File: src/rtl/egg_timer_pkg.sv
// rtl/egg_timer_pkg.sv - shared state encoding, BCD constants and load clamps for the egg timer
// Purpose: common types and helpers imported by egg_countdown.
// Contents: state_t (IDLE/RUN/PAUSE/DONE), BCD digit limits, ALARM_SEC default,
//           clamp helpers that saturate out-of-range BCD nibbles on load.
package egg_timer_pkg;

  typedef enum logic [1:0] {
    IDLE  = 2'd0,
    RUN   = 2'd1,
    PAUSE = 2'd2,
    DONE  = 2'd3
  } state_t;

  localparam logic [3:0] SEC_TENS_MAX      = 4'd5;
  localparam logic [3:0] DIGIT_MAX         = 4'd9;
  localparam logic [7:0] SEC_RELOAD        = 8'h59;
  localparam int         ALARM_SEC_DEFAULT = 10;

  // Saturate each nibble to its legal BCD maximum.
  function automatic logic [7:0] clamp_sec(input logic [7:0] v);
    logic [3:0] tens;
    logic [3:0] units;
    tens  = (v[7:4] > SEC_TENS_MAX) ? SEC_TENS_MAX : v[7:4];
    units = (v[3:0] > DIGIT_MAX) ? DIGIT_MAX : v[3:0];
    return {tens, units};
  endfunction

  function automatic logic [7:0] clamp_min(input logic [7:0] v);
    logic [3:0] tens;
    logic [3:0] units;
    tens  = (v[7:4] > DIGIT_MAX) ? DIGIT_MAX : v[7:4];
    units = (v[3:0] > DIGIT_MAX) ? DIGIT_MAX : v[3:0];
    return {tens, units};
  endfunction

endpackage

File: src/rtl/pulse_sync.sv
// rtl/pulse_sync.sv - synchronizer plus rising-edge detector for an asynchronous square wave
// Purpose: bring an asynchronous square wave into the CLK100Mhz domain and emit
//          one registered single-cycle strobe per rising edge.
// Ports:
//   CLK100Mhz  in   system clock
//   reset_n    in   asynchronous active-low reset
//   async_in   in   asynchronous square wave
//   strobe     out  one-cycle pulse, SYNC_STAGES+1 cycles after the input edge
module pulse_sync #(
  parameter int SYNC_STAGES = 2
) (
  input  logic CLK100Mhz,
  input  logic reset_n,
  input  logic async_in,
  output logic strobe
);

  logic [SYNC_STAGES-1:0] sync;
  logic                   prev;

  always_ff @(posedge CLK100Mhz or negedge reset_n) begin
    if (!reset_n) begin
      sync   <= '0;
      prev   <= 1'b0;
      strobe <= 1'b0;
    end else begin
      sync   <= {sync[SYNC_STAGES-2:0], async_in};
      prev   <= sync[SYNC_STAGES-1];
      strobe <= sync[SYNC_STAGES-1] & ~prev;
    end
  end

endmodule

File: src/rtl/egg_countdown.sv
// rtl/egg_countdown.sv - mm:ss BCD countdown with start/stop/load control and alarm
// Purpose: converts the divider's 1 Hz / 500 Hz square waves into strobes, runs
//          the countdown FSM and drives the alarm tone in DONE.
// Optional feature: EGG_ALARM_TIMEOUT_EN - DONE returns to IDLE after ALARM_SEC seconds.
// Ports:
//   CLK100Mhz, reset_n     clock and asynchronous active-low reset
//   pulse_1Hz, pulse_500Hz asynchronous square waves from the divider
//   start, stop, load      single-cycle control strobes (synchronous)
//   load_min, load_sec     BCD time captured on load (clamped)
//   min_bcd, sec_bcd       current count, BCD
//   running, done          state flags for RUN / DONE
//   alarm                  500 Hz tone while in DONE
//   tick_500               one-cycle strobe per 500 Hz rising edge
module egg_countdown
  import egg_timer_pkg::*;
#(
  parameter int SYNC_STAGES = 2,
  parameter int ALARM_SEC   = ALARM_SEC_DEFAULT
) (
  input  logic       CLK100Mhz,
  input  logic       reset_n,
  input  logic       pulse_1Hz,
  input  logic       pulse_500Hz,
  input  logic       start,
  input  logic       stop,
  input  logic       load,
  input  logic [7:0] load_min,
  input  logic [7:0] load_sec,
  output logic [7:0] min_bcd,
  output logic [7:0] sec_bcd,
  output logic       running,
  output logic       done,
  output logic       alarm,
  output logic       tick_500
);

  if (SYNC_STAGES < 2 || ALARM_SEC < 1) begin : g_param_check
    $error("egg_countdown: SYNC_STAGES must be >= 2 and ALARM_SEC >= 1");
  end

  state_t state;
  logic   tick_1s;

  pulse_sync #(.SYNC_STAGES(SYNC_STAGES)) u_sync_1hz (
    .CLK100Mhz (CLK100Mhz),
    .reset_n   (reset_n),
    .async_in  (pulse_1Hz),
    .strobe    (tick_1s)
  );

  pulse_sync #(.SYNC_STAGES(SYNC_STAGES)) u_sync_500hz (
    .CLK100Mhz (CLK100Mhz),
    .reset_n   (reset_n),
    .async_in  (pulse_500Hz),
    .strobe    (tick_500)
  );

  // The alarm needs the 500 Hz level, not its strobe, so keep a separate level chain.
  logic [SYNC_STAGES-1:0] level_500;

  always_ff @(posedge CLK100Mhz or negedge reset_n) begin
    if (!reset_n) level_500 <= '0;
    else          level_500 <= {level_500[SYNC_STAGES-2:0], pulse_500Hz};
  end

  function automatic logic [7:0] bcd_dec(input logic [7:0] v);
    if (v[3:0] == 4'd0) return {v[7:4] - 4'd1, DIGIT_MAX};
    else                return {v[7:4], v[3:0] - 4'd1};
  endfunction

  // Next count for a 1 s tick; an already-zero count stays zero (and is caught as expiry).
  logic [7:0] dec_min;
  logic [7:0] dec_sec;
  logic       dec_zero;
  logic       time_nonzero;

  always_comb begin
    dec_min = min_bcd;
    dec_sec = sec_bcd;
    if (sec_bcd != 8'h00) begin
      dec_sec = bcd_dec(sec_bcd);
    end else if (min_bcd != 8'h00) begin
      dec_min = bcd_dec(min_bcd);
      dec_sec = SEC_RELOAD;
    end
  end

  assign dec_zero     = (dec_min == 8'h00) && (dec_sec == 8'h00);
  assign time_nonzero = (min_bcd != 8'h00) || (sec_bcd != 8'h00);

`ifdef EGG_ALARM_TIMEOUT_EN
  localparam int CNT_W = $clog2(ALARM_SEC + 1);
  logic [CNT_W-1:0] alarm_cnt;
`endif

  always_ff @(posedge CLK100Mhz or negedge reset_n) begin
    if (!reset_n) begin
      state   <= IDLE;
      min_bcd <= 8'h00;
      sec_bcd <= 8'h00;
`ifdef EGG_ALARM_TIMEOUT_EN
      alarm_cnt <= '0;
`endif
    end else begin
      case (state)
        IDLE: begin
          if (!stop) begin
            if (start) begin
              if (time_nonzero) state <= RUN;
            end else if (load) begin
              min_bcd <= clamp_min(load_min);
              sec_bcd <= clamp_sec(load_sec);
            end
          end
        end
        RUN: begin
          if (stop) begin
            state <= PAUSE;
          end else if (tick_1s) begin
            min_bcd <= dec_min;
            sec_bcd <= dec_sec;
            if (dec_zero) state <= DONE;
`ifdef EGG_ALARM_TIMEOUT_EN
            alarm_cnt <= '0;
`endif
          end
        end
        PAUSE: begin
          if (stop) begin
            state <= IDLE;
          end else if (start) begin
            state <= RUN;
          end else if (load) begin
            min_bcd <= clamp_min(load_min);
            sec_bcd <= clamp_sec(load_sec);
          end
        end
        DONE: begin
          if (stop || start) begin
            state <= IDLE;
`ifdef EGG_ALARM_TIMEOUT_EN
          end else if (tick_1s) begin
            if (alarm_cnt == CNT_W'(ALARM_SEC - 1)) state <= IDLE;
            else                                    alarm_cnt <= alarm_cnt + 1'b1;
`endif
          end
        end
        default: state <= IDLE;
      endcase
    end
  end

  assign running = (state == RUN);
  assign done    = (state == DONE);
  assign alarm   = (state == DONE) && level_500[SYNC_STAGES-1];

endmodule

File: config.mk
export PLATFORM = sky130hd
export DESIGN_NAME = egg_countdown
export DESIGN_NICKNAME = d
export VERILOG_FILES = /design/src/rtl/egg_timer_pkg.sv /design/src/rtl/pulse_sync.sv /design/src/rtl/egg_countdown.sv
export SDC_FILE = /design/constraint.sdc
export NUM_CORES = 1
export LEC_CHECK = 0
export ABC_CLOCK_PERIOD_IN_PS = 2700
export BUFFER_PORTS_ARGS = -buffer_cell sky130_fd_sc_hd__buf_4
export CORE_ASPECT_RATIO = 0.8
export CORE_MARGIN = 5
export CORE_UTILIZATION = 40
export DETAILED_ROUTE_END_ITERATION = 10
export GPL_ROUTABILITY_DRIVEN = 0
export PLACE_DENSITY = 0.62
export RECOVER_POWER = 100
export SETUP_SLACK_MARGIN = 0.3
export SYNTH_ARGS = -nofsm -noshare
export SYNTH_HDL_FRONTEND = slang
export SYNTH_SLANG_ARGS = --single-unit
File: constraint.sdc
create_clock -name CLK100Mhz -period 2.7 [get_ports CLK100Mhz]
set_clock_uncertainty 0.15 [all_clocks]
set_input_delay 0.405 -clock CLK100Mhz [delete_from_list [all_inputs] [get_ports CLK100Mhz]]
set_output_delay 0.405 -clock CLK100Mhz [all_outputs]
set_load 0.005 [all_outputs]
==> impl_metrics.toml, run 1 <==
[clocking]
htree_levels = 1
cts_buffer_depth = 2
numCtsBuffers = 3
cts_tree = "done"
clkTransAtPathRegs_ns = 0.09
cts.sink_count = 26
clk_root_buffer_cell = "clkbuf_8"
clk_latency_ns = 0.27

[finish]
drive_gt1_frac = 0.2588
instances_no_fill = 283
utilization = 0.5416
area_growth_pct = 27.78
fin_area_um2 = 2101
antenna_cells = 0
nNetsFinal = 259
layout_common_cells = "buf_4, dfrtp_1, clkbuf_4"

[die]
ios = 43
die_h_um = 67.34
start_util = 0.4239
die_area_um2 = 5500
die_x_um = 81.68
core_area_um2 = 3879
num_rows = 20

[synth]
synth_adder_area_share = 0.04566
ys_warn_count = 0
synth_nets = 209
synth_compound_area_frac = 0.2283
synth_simple_gate_area_share = 0.2664
synth-main-ff-cell = "dfrtp_1"
synth_cells = 180
synth_top_family_by_area = "simple AND/OR/NAND/NOR gates"
synth_area_um2 = 1644
ys_ff_latch = 26
yosysSeqAreaShare = 0.3957
yosys-mux-area-fraction = 0.02511
synth_enable_flop_cells = 0
synth_xor_area_frac = 0
synth_cell_types = 48
syn_avg_cell_area_um2 = 9.134
async_reset_ff_frac = 1.000

[critical_path]
path_max_fanout = 6
crit_required_ns = 2.75
endpoint_kind = "flip-flop"
crit_type = "flip-flop to flip-flop"
arrival_ns = 2.47
cp-start-kind = "flip-flop"

[place]
placed_area_um2 = 2052
dp.cells = 278
io_buffer_count = 42
dp_hpwl_um = 3375

[sta]
setup_viol = 0
slew_headroom = 0.03038
final_hold_viol_count = 0
fmax_mhz = 412.8
rsz0062_at_grt = "true"
setup_tns_ns = 0
finalCriticalPeriod_ns = 2.423
period_share = 0.8972
tightest_slew_ns = 1.454
drv_slew = 0

[grt]
antenna_found_initial = 0
grt_usage = 0.1756
overflow = 0
grt_pass1_wl_um = 7521
grt_pass1_vias = 1555
grt_max_degree = 27

[power_and_ir_drop]
p_leak_nw = 0.9033
power_density_nw_per_um2 = 655.9
ir_worst_vdd_v = 0.0003877

[route]
dr.first_iter.drc_count = 103
ant_nets = 0
first_pass_iters = 4
via_per_inst = 5.742
drc = 0
wire_per_inst_um = 15.88
vias = 1625
routed_wl_um = 4494

[run_status]
status = "complete, no violations"

[job]
max-cap-violations = 0

[worst_hold_path]
hold_class = "primary input to flip-flop"
synth_stat cells, types with 2 or more instances:
cell | n | area [µm²]
mux2i_1 | 3 | 30.03
nand4_1 | 7 | 43.79
or3b_2 | 4 | 35.03
a211oi_1 | 4 | 30.03
nor4_1 | 2 | 12.51
a221oi_1 | 2 | 17.52
a21oi_1 | 11 | 55.05
o32ai_1 | 2 | 17.52
inv_1 | 7 | 26.28
ha_1 | 6 | 75.07
nor4b_1 | 2 | 17.52
o21ai_0 | 15 | 75.07
a21o_1 | 2 | 15.01
o22ai_1 | 2 | 12.51
a2bb2oi_1 | 2 | 17.52
nand2_1 | 10 | 37.54
nand3_1 | 8 | 40.04
o211ai_1 | 3 | 22.52
o21a_1 | 4 | 30.03
dfrtp_1 | 26 | 650.6
or2_2 | 2 | 12.51
nor2b_1 | 5 | 31.28
or4_1 | 3 | 22.52
nor3b_1 | 4 | 30.03
nor3_1 | 5 | 25.02
a31oi_1 | 2 | 12.51
clkbuf_1 | 4 | 15.01
nor2_1 | 13 | 48.80
stage by stage:
stage          power [mW]  hold WS (ns)  setup slack, ns
3_5_place_dp        1.148        0.1879           0.2376
6_report            1.378        0.1008           0.2775
2_1_floorplan      0.8986      -0.04059           0.3222
5_1_grt             1.478       0.09219           0.1337
4_1_cts             1.384       0.07719           0.3167
3_3_place_gp        1.132        0.1832           0.3266
area by class of cell:
cell class | instances | area, µm²
Fill cell | 381 | 1778
Multi-Input combinational cell | 140 | 947.2
Sequential cell | 26 | 650.6
Timing Repair Buffer | 51 | 362.8
Tap cell | 55 | 68.82
Clock buffer | 3 | 41.29
Inverter | 8 | 30.03
critical path, cell delays in order, from the launching register on:
cell and delay [ns]:
dfrtp_1 0.45, inv_1 0.15, ha_1 0.26, nor3b_4 0.25, nand4_1 0.13, mux2_1 0.35
or4b_4 0.52, o22ai_2 0.10
worst paths after layout:
kind | from | endpoint | depth (start not counted) | slack (ns)
max | min_bcd[0] | state[1] | 7 | 0.28
min | pulse_500Hz | u_sync_500hz.sync[0] | 1 | 0.10
max reg2reg | min_bcd[0] | state[1] | 7 | 0.28
min reg2reg | u_sync_1hz.sync[0] | u_sync_1hz.sync[1] | 0 | 0.21
max in group asynchronous | reset_n | sec_bcd[3] | 2 | 0.70
min in group asynchronous | reset_n | u_sync_500hz.prev | 2 | 0.86
where the power goes:
part           internal [mW]  switching (mW)  total, mW
Combinational          0.282           0.288      0.571
Sequential             0.456           0.124      0.580
Clock                  0.100           0.127      0.227
Total                  0.838           0.540       1.38
logic make-up after synthesis:
group | count (synthesis)
AOI/OAI and AO/OA | 57
adders and majority gates | 6
buffers and inverters | 14
DFF | 26
muxes | 4
and+or+nand+nor | 73
registers in the layout, indices dropped and copies added (netlist names):
name / cells
u_sync_500hz.prev: 1
u_sync_500hz.strobe: 1
min_bcd: 8
u_sync_1hz.strobe: 1
state: 2
u_sync_500hz.sync: 1
u_sync_1hz.prev: 1
u_sync_1hz.sync: 2
level_500: 1
sec_bcd: 8
repair_timing:
action / in CTS / in global routing
gates resized for setup: 1 / 7
buffers inserted: 1 / 0
hold buffers: 1 / 0
endpoints found under the hold margin: 26 / 0
endpoints found under the setup margin: 1 / 5
metal layers:
metal,wire length [µm],GRT usage,vias up
met5,0,0,-
met4,44,0.03527,0
met3,326,0.04400,4
met2,1950,0.2795,59
met1,2173,0.2430,780
li1,-,-,782
Note: power is estimated with default switching activity, not from simulation.
==> run 2, diff against run 1 <==
- SYNTH_HIERARCHICAL: not set -> 1
==> impl_metrics.toml, run 2 <==
[run_status]
status = "finished with violations"
violations = "capacitance limit, slew limit"

[place]
io_buffer_count = 42
dp_hpwl_um = 3540
dp_slack_ns = 0.1604

[grt]
overflow = 0
grt_usage = 0.1826
grt_max_degree = 29
grt_pass1_wl_um = 8293
antenna_found_initial = 0
grt_pass1_vias = 1637

[synth]
yosysSeqAreaShare = 0.4100
synth-main-ff-cell = "dfrtp_1"
synthTopCellsByArea = "dfrtp_1, ha_1, o21ai_0, a21oi_1, nand2_1"
yosysMostFrequentCell = "dfrtp_1"
ys_ff_latch = 28
synth_cell_types = 49
synth_top_cell_area_share = 0.4100
synth_nets = 212
netlist_top_cells_count = "dfrtp_1, nand2_1, nor2_1, o21ai_0, a21oi_1"
synth_enable_flop_cells = 0
synth_top_area_cell = "dfrtp_1"
synth_cells = 183
synth_area_um2 = 1709
syn_avg_cell_area_um2 = 9.340
async_reset_ff_frac = 1.000
ys_warn_count = 6

[power_and_ir_drop]
power_density_nw_per_um2 = 635.3
ir_worst_vdd_v = 0.0004633
p_leak_nw = 1.038

[route]
first_pass_iters = 4
dr.first_iter.drc_count = 133
vias = 1732
via_per_inst = 5.697
ant_nets = 0
drc = 0
routed_wl_um = 5328
wire_per_inst_um = 17.53

[critical_path]
crit_required_ns = 2.77
endpoint_kind = "flip-flop"
critical_path.top_delay_family = "simple AND/OR/NAND/NOR gates"
crit_cells = 9
critPathMaxStageDelay_ns = 0.43
crit_chain = "inv_2, ha_2, or3b_4, buf_4, nor4_2, nand2_1, o21ai_2, nand3_1, o21ai_1"
arrival_ns = 2.51
r2r_cells = 9
cp_slowest_cell = "or3b_4"
cp-start-kind = "flip-flop"
critical_path_buf_inv_count = 2
crit_type = "flip-flop to flip-flop"
path_max_fanout = 5

[clocking]
clk_latency_ns = 0.28
cts_buffer_depth = 2
htree_levels = 1
clkTransAtPathRegs_ns = 0.10
numCtsBuffers = 3
clk_root_buffer_cell = "clkbuf_8"
cts_tree = "done"
cts.sink_count = 28

[sta]
rsz0062_at_grt = "true"
fmax_mhz = 408.7
tightest_slew_ns = 1.557
final_hold_viol_count = 0
finalCriticalPeriod_ns = 2.447
slew_headroom = -0.03798
setup_tns_ns = 0
drv_slew = 29
setup_viol = 0
period_share = 0.9063
fin_ws_ns = 0.2530

[finish]
antenna_cells = 0
drive_gt1_frac = 0.3887
reg_top3 = "min_bcd x8, sec_bcd x8"
area_growth_pct = 39.75
fill_cells = 381
utilization = 0.5753
nNetsFinal = 277
layout_commonest_cell = "buf_4"
layout_common_cells = "buf_4, dfrtp_1, nand2_1"

[die]
ios = 43
core_area_um2 = 4151
start_util = 0.4117
die_x_um = 83.08
num_rows = 21
die_area_um2 = 5688
die_h_um = 68.47

[worst_hold_path]
hold_class = "primary input to flip-flop"
hold_path_depth = 1

[job]
max-cap-violations = 1
run 2: cell types whose count changed after synthesis, moves of 4 or more:
| cell | previous run | this run |
|---|---|---|
| nand3_1 | 8 | 4 |
| nand2_1 | 10 | 16 |
| a221o_1 | 0 | 5 |
| nor2b_1 | 5 | 1 |
| nand4_1 | 7 | 2 |
run 2: final cells by class:
class	instances	area, µm²	share of cell area
Tap cell	57	71.32	0.02986
Multi-Input combinational cell	138	1044	0.4369
Inverter	10	40.04	0.01676
Timing Repair Buffer	67	476.7	0.1996
Clock buffer	4	55.05	0.02305
Sequential cell	28	701.9	0.2939
run 2: kinds of logic (layout without fill, tap and decap cells):
logic type,after synthesis,after routing,synth area share
buffers and inverters,17,81,0.03734
AOI/OAI and AO/OA,56,56,0.2211
muxes,3,3,0.01757
and+or+nand+nor,73,73,0.2701
DFF,28,28,0.4100
adders and majority gates,6,6,0.04392
run 2: repair_timing:
item,CTS,global route
hold endpoints to repair,28,0
gates resized for setup,10,24
hold buffers,1,0
buffers inserted,7,11
pin swaps,2,7
endpoints found under the setup margin,1,9
run 2: final timing paths:
check / start / to / slack, ns
min in group asynchronous: reset_n / u_sync_1hz/prev / 0.88
worst max-delay path: sec_bcd[4] / state[1] / 0.25
worst max register to register: sec_bcd[4] / state[1] / 0.25
worst min register to register: u_sync_1hz/sync[0] / u_sync_1hz/sync[1] / 0.21
max in group asynchronous: reset_n / sec_bcd[1] / 0.51
worst min-delay path: pulse_1Hz / u_sync_1hz/sync[0] / 0.09
run 2: stage by stage:
step                std cells  hold slack (ns)  cell area [µm²]  power [mW]
floorplan                 183         -0.04059             1709      0.8618
global placement          281           0.1841             2115       1.093
detailed placement        281           0.1871             2115       1.103
CTS                       293          0.06710             2270       1.431
global route              304          0.08292             2389       1.610
finish                    304          0.09036             2389       1.517
run 2: power breakdown:
part           internal, mW  switching (mW)
logic                 0.327           0.334
registers             0.484           0.101
clock network         0.131           0.141
total                 0.941           0.576
run 2: routing by layer:
metal	global-route usage	part of all wire	wire (µm)	vias up
li1	-	-	-	815
met1	0.2290	0.43	2286	840
met2	0.3250	0.50	2650	71
met3	0.04573	0.066	351	6
met4	0.03673	0.0077	41	0
met5	0	0	0	-
